**src/rtl/pwm_pkg.sv**
```systemverilog
// Shared register map, control-field layout and bus helpers for the PWM peripheral.
package pwm_pkg;

   localparam int unsigned CH_STRIDE = 16;
   localparam int unsigned CTRL_W    = 5;

   localparam logic [3:0] OFF_CTRL    = 4'h0;
   localparam logic [3:0] OFF_DIVISOR = 4'h4;
   localparam logic [3:0] OFF_PERIOD  = 4'h8;
   localparam logic [3:0] OFF_DUTY    = 4'hC;

   localparam int unsigned CTRL_EN      = 0;
   localparam int unsigned CTRL_OE      = 1;
   localparam int unsigned CTRL_POL     = 2;
   localparam int unsigned CTRL_IE      = 3;
   localparam int unsigned CTRL_ONESHOT = 4;

   // Field order puts EN at bit 0 so a cast to 32 bits gives the register image.
   typedef struct packed {
      logic oneshot;
      logic ie;
      logic pol;
      logic oe;
      logic en;
   } ctrl_t;

   // INTR_STATE sits directly after the last channel block.
   function automatic logic [7:0] intr_state_addr(input int unsigned nch);
      return 8'(nch * CH_STRIDE);
   endfunction

   // Replace only the byte lanes selected by be in old.
   function automatic logic [31:0] be_merge(input logic [31:0] old,
                                            input logic [31:0] wdata,
                                            input logic [3:0]  be);
      logic [31:0] r;
      r = old;
      for (int b = 0; b < 4; b++) begin
         if (be[b]) r[8*b +: 8] = wdata[8*b +: 8];
      end
      return r;
   endfunction

endpackage

```
**src/rtl/pwm_channel.sv**
```systemverilog
// One PWM channel: registers, prescaler, period counter, staging and output flop.
module pwm_channel
   import pwm_pkg::*;
#(
   parameter int unsigned CW = 16
) (
   input  logic          clk_i,
   input  logic          rst_ni,
   input  logic          ctrl_we,
   input  logic          div_we,
   input  logic          period_we,
   input  logic          duty_we,
   input  logic [3:0]    be,
   input  logic [31:0]   wdata,
   output ctrl_t         ctrl,
   output logic [CW-1:0] divisor,
   output logic [CW-1:0] period,
   output logic [CW-1:0] duty,
   output logic          pwm,
   output logic          wrap_c
);

   logic [CW-1:0] presc;
   logic [CW-1:0] cnt;
   logic [CW-1:0] period_act;
   logic [CW-1:0] duty_act;
   logic          tick_c;
   logic          act_c;

   // Prescaler terminal count, period end and raw output level.
   always_comb begin
      tick_c = ctrl.en && (presc == divisor);
      wrap_c = tick_c && (cnt == period_act);
      act_c  = ctrl.en && (cnt < duty_act);
   end

   // CTRL: a bus write takes priority over the one-shot self-clear of EN.
   always_ff @(posedge clk_i or negedge rst_ni) begin
      if (!rst_ni) begin
         ctrl <= '0;
      end else if (ctrl_we && be[0]) begin
         ctrl <= '{oneshot: wdata[CTRL_ONESHOT], ie: wdata[CTRL_IE],
                   pol: wdata[CTRL_POL], oe: wdata[CTRL_OE], en: wdata[CTRL_EN]};
      end else if (wrap_c && ctrl.oneshot) begin
         ctrl.en <= 1'b0;
      end
   end

   // Byte-enabled DIVISOR and staged PERIOD/DUTY; bits above CW are dropped.
   always_ff @(posedge clk_i or negedge rst_ni) begin
      if (!rst_ni) begin
         divisor <= '0;
         period  <= '0;
         duty    <= '0;
      end else begin
         if (div_we)    divisor <= CW'(be_merge(32'(divisor), wdata, be));
         if (period_we) period  <= CW'(be_merge(32'(period), wdata, be));
         if (duty_we)   duty    <= CW'(be_merge(32'(duty), wdata, be));
      end
   end

   // Active copies track staging while idle (covers the EN rise) and reload at period end.
   always_ff @(posedge clk_i or negedge rst_ni) begin
      if (!rst_ni) begin
         period_act <= '0;
         duty_act   <= '0;
      end else if (!ctrl.en || wrap_c) begin
         period_act <= period;
         duty_act   <= duty;
      end
   end

   // Prescaler and period counter; both held at zero while disabled.
   always_ff @(posedge clk_i or negedge rst_ni) begin
      if (!rst_ni) begin
         presc <= '0;
         cnt   <= '0;
      end else if (!ctrl.en) begin
         presc <= '0;
         cnt   <= '0;
      end else begin
         presc <= tick_c ? '0 : presc + CW'(1);
         if (wrap_c)      cnt <= '0;
         else if (tick_c) cnt <= cnt + CW'(1);
      end
   end

   // Output flop: polarity applied only when the pad is enabled.
   always_ff @(posedge clk_i or negedge rst_ni) begin
      if (!rst_ni) pwm <= 1'b0;
      else         pwm <= ctrl.oe && (act_c ^ ctrl.pol);
   end

endmodule

```
**src/rtl/pwm_multi.sv**
```systemverilog
// Multi-channel PWM peripheral: register decode, interrupt state and read mux.
module pwm_multi
   import pwm_pkg::*;
#(
   parameter int unsigned NCH = 2,
   parameter int unsigned CW  = 16
) (
   input  logic           clk_i,
   input  logic           rst_ni,
   input  logic           re_i,
   input  logic           we_i,
   input  logic [7:0]     addr_i,
   input  logic [31:0]    wdata_i,
   input  logic [3:0]     be_i,
   output logic [31:0]    rdata_o,
   output logic [NCH-1:0] pwm_o,
   output logic [NCH-1:0] oe_o,
   output logic           intr_o
);

   localparam logic [7:0] INTR_ADDR = intr_state_addr(NCH);

   ctrl_t          ctrl    [NCH];
   logic [CW-1:0]  divisor [NCH];
   logic [CW-1:0]  period  [NCH];
   logic [CW-1:0]  duty    [NCH];
   logic [NCH-1:0] wrap_c;
   logic [NCH-1:0] ie_c;
   logic [NCH-1:0] w1c_c;
   logic [NCH-1:0] intr_state;
   logic           wr_c;

   assign wr_c = we_i & ~re_i;

   for (genvar c = 0; c < NCH; c++) begin : g_ch
      logic sel_c;
      assign sel_c   = wr_c && (addr_i[7:4] == 4'(c));
      assign oe_o[c] = ctrl[c].oe;
      assign ie_c[c] = ctrl[c].ie;

      pwm_channel #(.CW(CW)) u_ch (
         .clk_i     (clk_i),
         .rst_ni    (rst_ni),
         .ctrl_we   (sel_c && (addr_i[3:0] == OFF_CTRL)),
         .div_we    (sel_c && (addr_i[3:0] == OFF_DIVISOR)),
         .period_we (sel_c && (addr_i[3:0] == OFF_PERIOD)),
         .duty_we   (sel_c && (addr_i[3:0] == OFF_DUTY)),
         .be        (be_i),
         .wdata     (wdata_i),
         .ctrl      (ctrl[c]),
         .divisor   (divisor[c]),
         .period    (period[c]),
         .duty      (duty[c]),
         .pwm       (pwm_o[c]),
         .wrap_c    (wrap_c[c])
      );
   end

   // W1C mask limited to enabled byte lanes.
   always_comb begin
      w1c_c = '0;
      if (wr_c && (addr_i == INTR_ADDR)) w1c_c = NCH'(be_merge('0, wdata_i, be_i));
   end

   // Interrupt state: a period-end set overrides a simultaneous clear.
   always_ff @(posedge clk_i or negedge rst_ni) begin
      if (!rst_ni) intr_state <= '0;
      else         intr_state <= (intr_state & ~w1c_c) | wrap_c;
   end

   assign intr_o = |(intr_state & ie_c);

   // Combinational read mux; unmapped addresses return zero.
   always_comb begin
      rdata_o = '0;
      if (addr_i == INTR_ADDR) rdata_o = 32'(intr_state);
      for (int c = 0; c < NCH; c++) begin
         if (addr_i[7:4] == 4'(c)) begin
            case (addr_i[3:0])
               OFF_CTRL:    rdata_o = 32'(ctrl[c]);
               OFF_DIVISOR: rdata_o = 32'(divisor[c]);
               OFF_PERIOD:  rdata_o = 32'(period[c]);
               OFF_DUTY:    rdata_o = 32'(duty[c]);
               default:     ;
            endcase
         end
      end
   end

endmodule
```
**config.mk**
```make
export PLATFORM = sky130hd
export DESIGN_NAME = pwm_multi
export DESIGN_NICKNAME = d
export VERILOG_FILES = /design/src/rtl/pwm_pkg.sv /design/src/rtl/pwm_channel.sv /design/src/rtl/pwm_multi.sv
export SDC_FILE = /design/constraint.sdc
export NUM_CORES = 1
export LEC_CHECK = 0
export ABC_AREA = 1
export BUFFER_PORTS_ARGS = -buffer_cell sky130_fd_sc_hd__buf_2
export CAP_MARGIN = 40
export CORE_MARGIN = 1
export CORE_UTILIZATION = 35
export CTS_CLUSTER_DIAMETER = 60
export CTS_CLUSTER_SIZE = 20
export DETAILED_ROUTE_END_ITERATION = 16
export PLACE_DENSITY_LB_ADDON = 0.08
export SLEW_MARGIN = 5
export SYNTH_ARGS = -nofsm -noshare
export SYNTH_HDL_FRONTEND = slang
export SYNTH_SLANG_ARGS = --single-unit
export TNS_END_PERCENT = 30
```
**constraint.sdc**
```tcl
create_clock -name clk_i -period 1.8 [get_ports clk_i]
set_input_delay 0 -clock clk_i [delete_from_list [all_inputs] [get_ports clk_i]]
set_output_delay 0 -clock clk_i [all_outputs]
set_load 0.01 [all_outputs]
```
==> results of run 1 <==
-- power by group through the flow --
stage	clock, µW	sequential (µW)	combinational [µW]
floorplan	0	5540	426
global placement	0	5560	817
detailed placement	0	5560	820
CTS	5650	5460	869
global route	5820	5470	1030
finish	5500	5460	925
-- per-layer routing --
metal  up-vias  share of wire [%]  track usage (%)
li1       6254                  -                -
met1      5943                 49             33.7
met2       297                 43             33.7
met3        54                5.2             2.75
met4         0                2.3             5.85
met5         -                  0                0
-- worst max path at each step --
stage | from | endpoint | slack (ns) | cells past startpoint
5_1_grt | g_ch[0].u_ch.presc[0]$_DFF_PN0_ | g_ch[0].u_ch.duty_act[5]$_DFFE_PN0P_ | -0.1 | 12
3_3_place_gp | g_ch[0].u_ch.cnt[8]$_DFFE_PN0P_ | g_ch[0].u_ch.duty_act[2]$_DFFE_PN0P_ | -0.008 | 9
4_1_cts | g_ch[1].u_ch.divisor[13]$_DFFE_PN0P_ | rdata_o[13] | 0.005 | 5
6_report | g_ch[0].u_ch.divisor[1]$_DFFE_PN0P_ | g_ch[0].u_ch.duty_act[9]$_DFFE_PN0P_ | 0.02 | 12
2_1_floorplan | g_ch[1].u_ch.presc[0]$_DFF_PN0_ | g_ch[1].u_ch.presc[12]$_DFF_PN0_ | 0.25 | 12
3_5_place_dp | g_ch[0].u_ch.cnt[3]$_DFFE_PN0P_ | g_ch[0].u_ch.duty_act[2]$_DFFE_PN0P_ | 0.01 | 11
-- synthesized netlist by cell type (all sizes together) --
| library cell | number | area, µm² |
|---|---|---|
| o22ai | 11 | 68.8 |
| a221oi | 11 | 96.3 |
| a21oi | 29 | 145 |
| nand4 | 48 | 300 |
| o2111a | 1 | 11.3 |
| o211ai | 3 | 22.5 |
| xor2 | 30 | 263 |
| clkinv | 1 | 3.75 |
| xnor2 | 4 | 35.0 |
| dfrtp | 238 | 5960 |
| nor4 | 2 | 12.5 |
| nand2 | 665 | 2510 |
| nand3 | 132 | 743 |
| nand3b | 2 | 15.0 |
| nor2 | 150 | 617 |
| a22o | 4 | 35.0 |
| nor3b | 2 | 15.0 |
| clkbuf | 17 | 63.8 |
| o2bb2ai | 1 | 8.76 |
| nor3 | 12 | 65.1 |
| a31oi | 2 | 12.5 |
| inv | 254 | 953 |
| ha | 34 | 425 |
| o21ai | 148 | 763 |
| conb | 1 | 3.75 |
| o21a | 2 | 15.0 |
| buf | 60 | 415 |
| nand2b | 1 | 6.26 |
| o2111ai | 5 | 43.8 |
| a211oi | 2 | 15.0 |
-- state kept, by name, summed over array words and instances (netlist names) --
signal and flops:
g_ch.u_ch.pwm 2, g_ch.u_ch.ctrl 10, g_ch.u_ch.presc 32, g_ch.u_ch.cnt 32
g_ch.u_ch.divisor 32, g_ch.u_ch.period_act 32, g_ch.u_ch.duty 32, intr_state 2
g_ch.u_ch.period 32, g_ch.u_ch.duty_act 32
-- per-stage QoR --
| stage | TNS, ns | hold WS [ns] |
|---|---|---|
| finish | 0 | 0.00718 |
| global route | -4.79 | 0.0434 |
| CTS | 0 | 0.0133 |
| detailed placement | 0 | -0.0460 |
| global placement | -0.0112 | -0.0424 |
| floorplan | 0 | -0.296 |
-- critical path, stage by stage, from the launching register on --
cell	delay, ns
dfrtp_1	0.38
inv_1	0.11
nand2_1	0.07
nand2_1	0.05
nor2_1	0.13
nand2_1	0.13
nor2_1	0.14
nand2_2	0.11
o21ai_4	0.17
buf_6	0.14
buf_12	0.12
nand2_1	0.11
nand2_1	0.08
-- timing repair --
item / 4_1_cts / 5_1_grt
pin swaps: 0 / 51
endpoints found under the setup margin: 8 / 133
hold buffers: 25 / 0
hold endpoints to repair: 341 / 0
setup buffers: 0 / 24
gates resized for setup: 6 / 171
gates cloned: 0 / 8
-- final cells by class --
class | count | area share (%)
timing repair buffer | 201 | 10.9
sequential | 238 | 34.9
clock buffer | 26 | 3.73
clock inverter | 19 | 1.31
tap | 511 | 3.73
multi-input combinational | 1317 | 39.9
inverter | 255 | 5.60
-- cells by family after synthesis --
family | after synthesis
XOR/XNOR | 34
flip-flops | 238
other | 1
buffers and inverters | 332
adder cells (fa/ha/maj) | 34
AND/OR/NAND/NOR | 1014
AO/OA/AOI/OAI | 219
==> flow_metrics.tcl, run 1 <==
set metrics [dict create \
    cts_root_buf "clkbuf_16" \
    ys_seq_elements 238 \
    grt_start_max_net_pins 49 \
    total_power_uw 11900 \
    grt_pass1_vias 12000 \
    drive_above_1_share_pct 21.4 \
    max_cap_violations 0 \
    synthSimpleGateAreaFrac_pct 31.4 \
    synth-warning-count 0 \
    fmax_ghz 0.563 \
    cts_sinks 238 \
    diodes 0 \
    post-place-ws_ns 0.0143 \
    drc 0 \
    clock_path_buffers 3 \
    cp_max_fo 8 \
    worst_slack_ns 0.0234 \
    ys_types 43 \
    r2r_end "g_ch[0].u_ch.duty_act[9]$_DFFE_PN0P_" \
    cell_internal_pwr_uw 8590 \
    critical_path_class "reg2reg" \
    start_util_pct 35.9 \
    antenna_found_initial 0 \
    grt_pass1_wl_um 68400 \
    ff2ff_path_depth 12 \
    syn_area_per_cell_um2 7.29 \
    netlist_area_mm2 0.0136 \
    firstDrtPassIters 5 \
    die_h_um 199 \
    hold_depth 6 \
    postRouteAntennaNets 0 \
    num-nets-final 2120 \
    worstReg2RegStart "g_ch[0].u_ch.divisor[1]$_DFFE_PN0P_" \
    cts_buffers 25 \
    rsz0062_at_grt "true" \
    swShare_pct 27.7 \
    post-route-min-period_ns 1.78 \
    hp-start "addr_i[4]" \
    area_growth_pct 25.8 \
    first_iter_violations 850 \
    crit_path_start_kind "register" \
    core_mm2 0.0380 \
    place_inst 2465 \
    leakagePower_uw 0.00850 \
    clock_skew_ns 0.0185 \
    crit_required_ns 2.29 \
    dieArea_mm2 0.0398 \
    clkLatencyLatePin_ns 0.55 \
    layout_commonest_cell "nand2_1" \
    cts.htree.levels 1 \
    setup_violations 0 \
    muxShareOfSynthArea_pct 0 \
    place.port_buffers 50 \
    die_width_um 199 \
    routedWlPerCell_um 17.0 \
    rrSetupSlack_ns 0.02 \
    dp_hpwl_um 31600 \
    pwr-share-comb_pct 7.8 \
    stdcell_area_mm2 0.0172 \
    pwr-share-clk_pct 46.3 \
    min_period_over_period_pct 98.7 \
    hold_violations 0 \
    placed_cell_area_mm2 0.0150 \
    arrival_ns 2.27 \
    synth_cells 1872 \
    fillCellCount 3937 \
    p_per_area_mw_per_mm2 693 \
    tritoncts "built" \
    fin_util_pct 45.1 \
    final_cells 2567 \
    slew_viol_final 0 \
    synthXorXnorAreaFrac_pct 2.18 \
    ys_seq_area_share_pct 43.7 \
    vias_per_cell 4.89 \
    routed_wirelength_um 43500 \
    via_count 12500 \
    tightest_slew_ns 0.507 \
    relSlewSlack_pct 66.2 \
    num_io_pins 85 \
    globalplace.congestion 0.883 \
    min_to "g_ch[0].u_ch.ctrl[0]$_DFFE_PN0P_" \
    multiInputGateArea_mm2 0.00684 \
    seqPwrFrac_pct 46.0 \
    final_cell_mix "619 x nand2_1, 215 x dfrtp_1, 204 x inv_1, 117 x nor2_1, 93 x o21ai_1" \
    grt-ovfl-total 0 \
    synthAdderAreaFrac_pct 3.12 \
    critPathCaptureType "register" \
    outcome "finished clean" \
    synth_compound_area_share_pct 9.07 \
    synth_top_family_by_area "simple AND/OR/NAND/NOR gates" \
    vdd_drop_max_uv 590 \
    grt_usage_pct 22.4 \
    p_switching_uw 3300 \
    cts.clk_slew.worst_paths_ns 0.08 \
    regArea_mm2 0.00598 \
    std_cell_rows 71 \
    hp-class "in2reg" \
]
No activity file was read; power rests on OpenSTA's default activity.
==> run 2, diff against run 1 <==
--- a/config.mk
+++ b/config.mk
@@ -13,6 +13,7 @@
 export CTS_CLUSTER_DIAMETER = 60
 export CTS_CLUSTER_SIZE = 20
 export DETAILED_ROUTE_END_ITERATION = 16
+export GPL_TIMING_DRIVEN = 0
 export PLACE_DENSITY_LB_ADDON = 0.08
 export SLEW_MARGIN = 5
 export SYNTH_ARGS = -nofsm -noshare
==> flow_metrics.tcl, run 2 (synthesis results as in run 1) <==
set metrics [dict create \
    core_mm2 0.0380 \
    slew_viol_final 0 \
    routed_wirelength_um 46400 \
    die_h_um 199 \
    post-route-min-period_ns 1.82 \
    final_cell_mix "636 x nand2_1, 201 x dfrtp_1, 195 x inv_1, 120 x nor2_1, 94 x o21ai_1" \
    num_io_pins 85 \
    dp_hpwl_um 34000 \
    cts_root_buf "clkbuf_16" \
    diodes 0 \
    start_util_pct 35.9 \
    leakagePower_uw 0.00841 \
    violations "hold timing, setup timing" \
    cts_sinks 238 \
    setup_violations 4 \
    critical_path.startpoint "g_ch[1].u_ch.divisor[15]$_DFFE_PN0P_" \
    final_cells 2573 \
    placed_cell_area_mm2 0.0147 \
    r2r_end "g_ch[1].u_ch.period_act[11]$_DFFE_PN0P_" \
    tightest_slew_ns 0.732 \
    relSlewSlack_pct 51.2 \
    grt_start_max_net_pins 86 \
    clkLatencyLatePin_ns 0.57 \
    worstReg2RegStart "g_ch[1].u_ch.divisor[15]$_DFFE_PN0P_" \
    grt_usage_pct 23.6 \
    ff2ff_path_depth 11 \
    cts_buffers 28 \
    vdd_drop_max_uv 696 \
    rrSetupSlack_ns -0.02 \
    layout_commonest_cell "nand2_1" \
    cpPeakStageDelay_ns 0.46 \
    grt_pass1_wl_um 70500 \
    place.port_buffers 50 \
    worst_slack_ns -0.0154 \
    cts.clk_slew.worst_paths_ns 0.07 \
    p_per_area_mw_per_mm2 756 \
    cp_common_cell "nand2_1" \
    tritoncts "built" \
    crit_slowest_cell "dfrtp_2" \
    arrival_ns 2.27 \
    via_count 12700 \
    stdcell_area_mm2 0.0169 \
    std_cell_rows 71 \
    num-nets-final 2122 \
    fin_util_pct 44.6 \
    max_cap_violations 0 \
    crit_required_ns 2.25 \
    first_iter_violations 869 \
    grt_pass1_vias 11800 \
    grt-ovfl-total 0 \
    area_growth_pct 24.2 \
    crit_path_start_kind "register" \
    hp-class "in2async" \
    critical_path_class "reg2reg" \
    drc 0 \
    fmax_ghz 0.551 \
    globalplace.congestion 0.864 \
    routedWlPerCell_um 18.0 \
    place_inst 2451 \
    clock_skew_ns 0.0140 \
    die_width_um 199 \
    postRouteAntennaNets 0 \
    fin_hold_ws_ns -0.00623 \
    cts.htree.levels 1 \
    post-place-ws_ns -0.353 \
    min_period_over_period_pct 101 \
    clock_path_buffers 3 \
    antenna_found_initial 0 \
    dieArea_mm2 0.0398 \
    drive_above_1_share_pct 21.0 \
    critPathCaptureType "register" \
    firstDrtPassIters 5 \
    crit_chain "nand2_1 -> nand2_1 -> nor2_2 -> nand2_2 -> nor2_4 -> nand2_4 -> nor2_4 -> nand2_8 -> clkbuf_16 -> nand3_1 -> nand2_1" \
    rsz0062_at_grt "true" \
    cp_max_fo 7 \
    outcome "finished, violations left" \
    hold_violations 2 \
    fillCellCount 3962 \
    vias_per_cell 4.94 \
]
## run 2: worst max-delay path, delay by kind of cell, from the launching register on
| family | cells | cell delay (ns) |
|---|---|---|
| buffers and inverters | 1 | 0.20 |
| flip-flops | 1 | 0.46 |
| AND/OR/NAND/NOR | 10 | 1.05 |
## run 2: metal layers
layer / part of all wire [%] / track usage (%)
met1: 50 / 36.1
met2: 43 / 34.9
met3: 5.4 / 3.07
met4: 1.6 / 5.32
met5: 0 / 0
## run 2: how the worst max path moves through the flow
stage / end / slack (ns) / cells past startpoint
after floorplan: g_ch[1].u_ch.presc[12]$_DFF_PN0_ / 0.25 / 12
final: g_ch[1].u_ch.period_act[11]$_DFFE_PN0P_ / -0.02 / 11
after detailed placement: g_ch[0].u_ch.presc[14]$_DFF_PN0_ / -0.35 / 11
after global placement: g_ch[0].u_ch.cnt[0]$_DFFE_PN0P_ / -3.92 / 1
after CTS: g_ch[1].u_ch.cnt[5]$_DFFE_PN0P_ / -0.03 / 10
after global routing: g_ch[1].u_ch.period_act[11]$_DFFE_PN0P_ / -0.14 / 12
## run 2: what timing repair did
action,CTS,global route
setup endpoints to repair,130,142
gates cloned,0,9
endpoints found under the hold margin,310,0
resized for setup,54,157
pin swaps,8,53
setup buffers,6,36
hold buffers,20,0
## run 2: final cells by class
cell class / count / area, µm² / share of cell area [%]
repair buffers: 124 / 996 / 5.88
plain buffers: 76 / 539 / 3.18
clock inverters: 21 / 288 / 1.70
flip-flops and latches: 238 / 6000 / 35.4
clock buffers: 31 / 743 / 4.39
inverters: 255 / 970 / 5.72
multi-input cells: 1317 / 6770 / 39.9
well taps: 511 / 639 / 3.77
## run 2: stage by stage
| stage | total power (µW) | setup TNS [ns] |
|---|---|---|
| 6_report | 12800 | -0.0358 |
| 5_1_grt | 13200 | -8.18 |
| 4_1_cts | 12800 | -0.246 |
| 2_1_floorplan | 5970 | 0 |
| 3_5_place_dp | 6370 | -13.59 |
| 3_3_place_gp | 6350 | -939.35 |
## run 2: where the power goes
part	internal, µW	switching, µW
Combinational	314	657
Clock	3670	2690
Sequential	5400	69.6
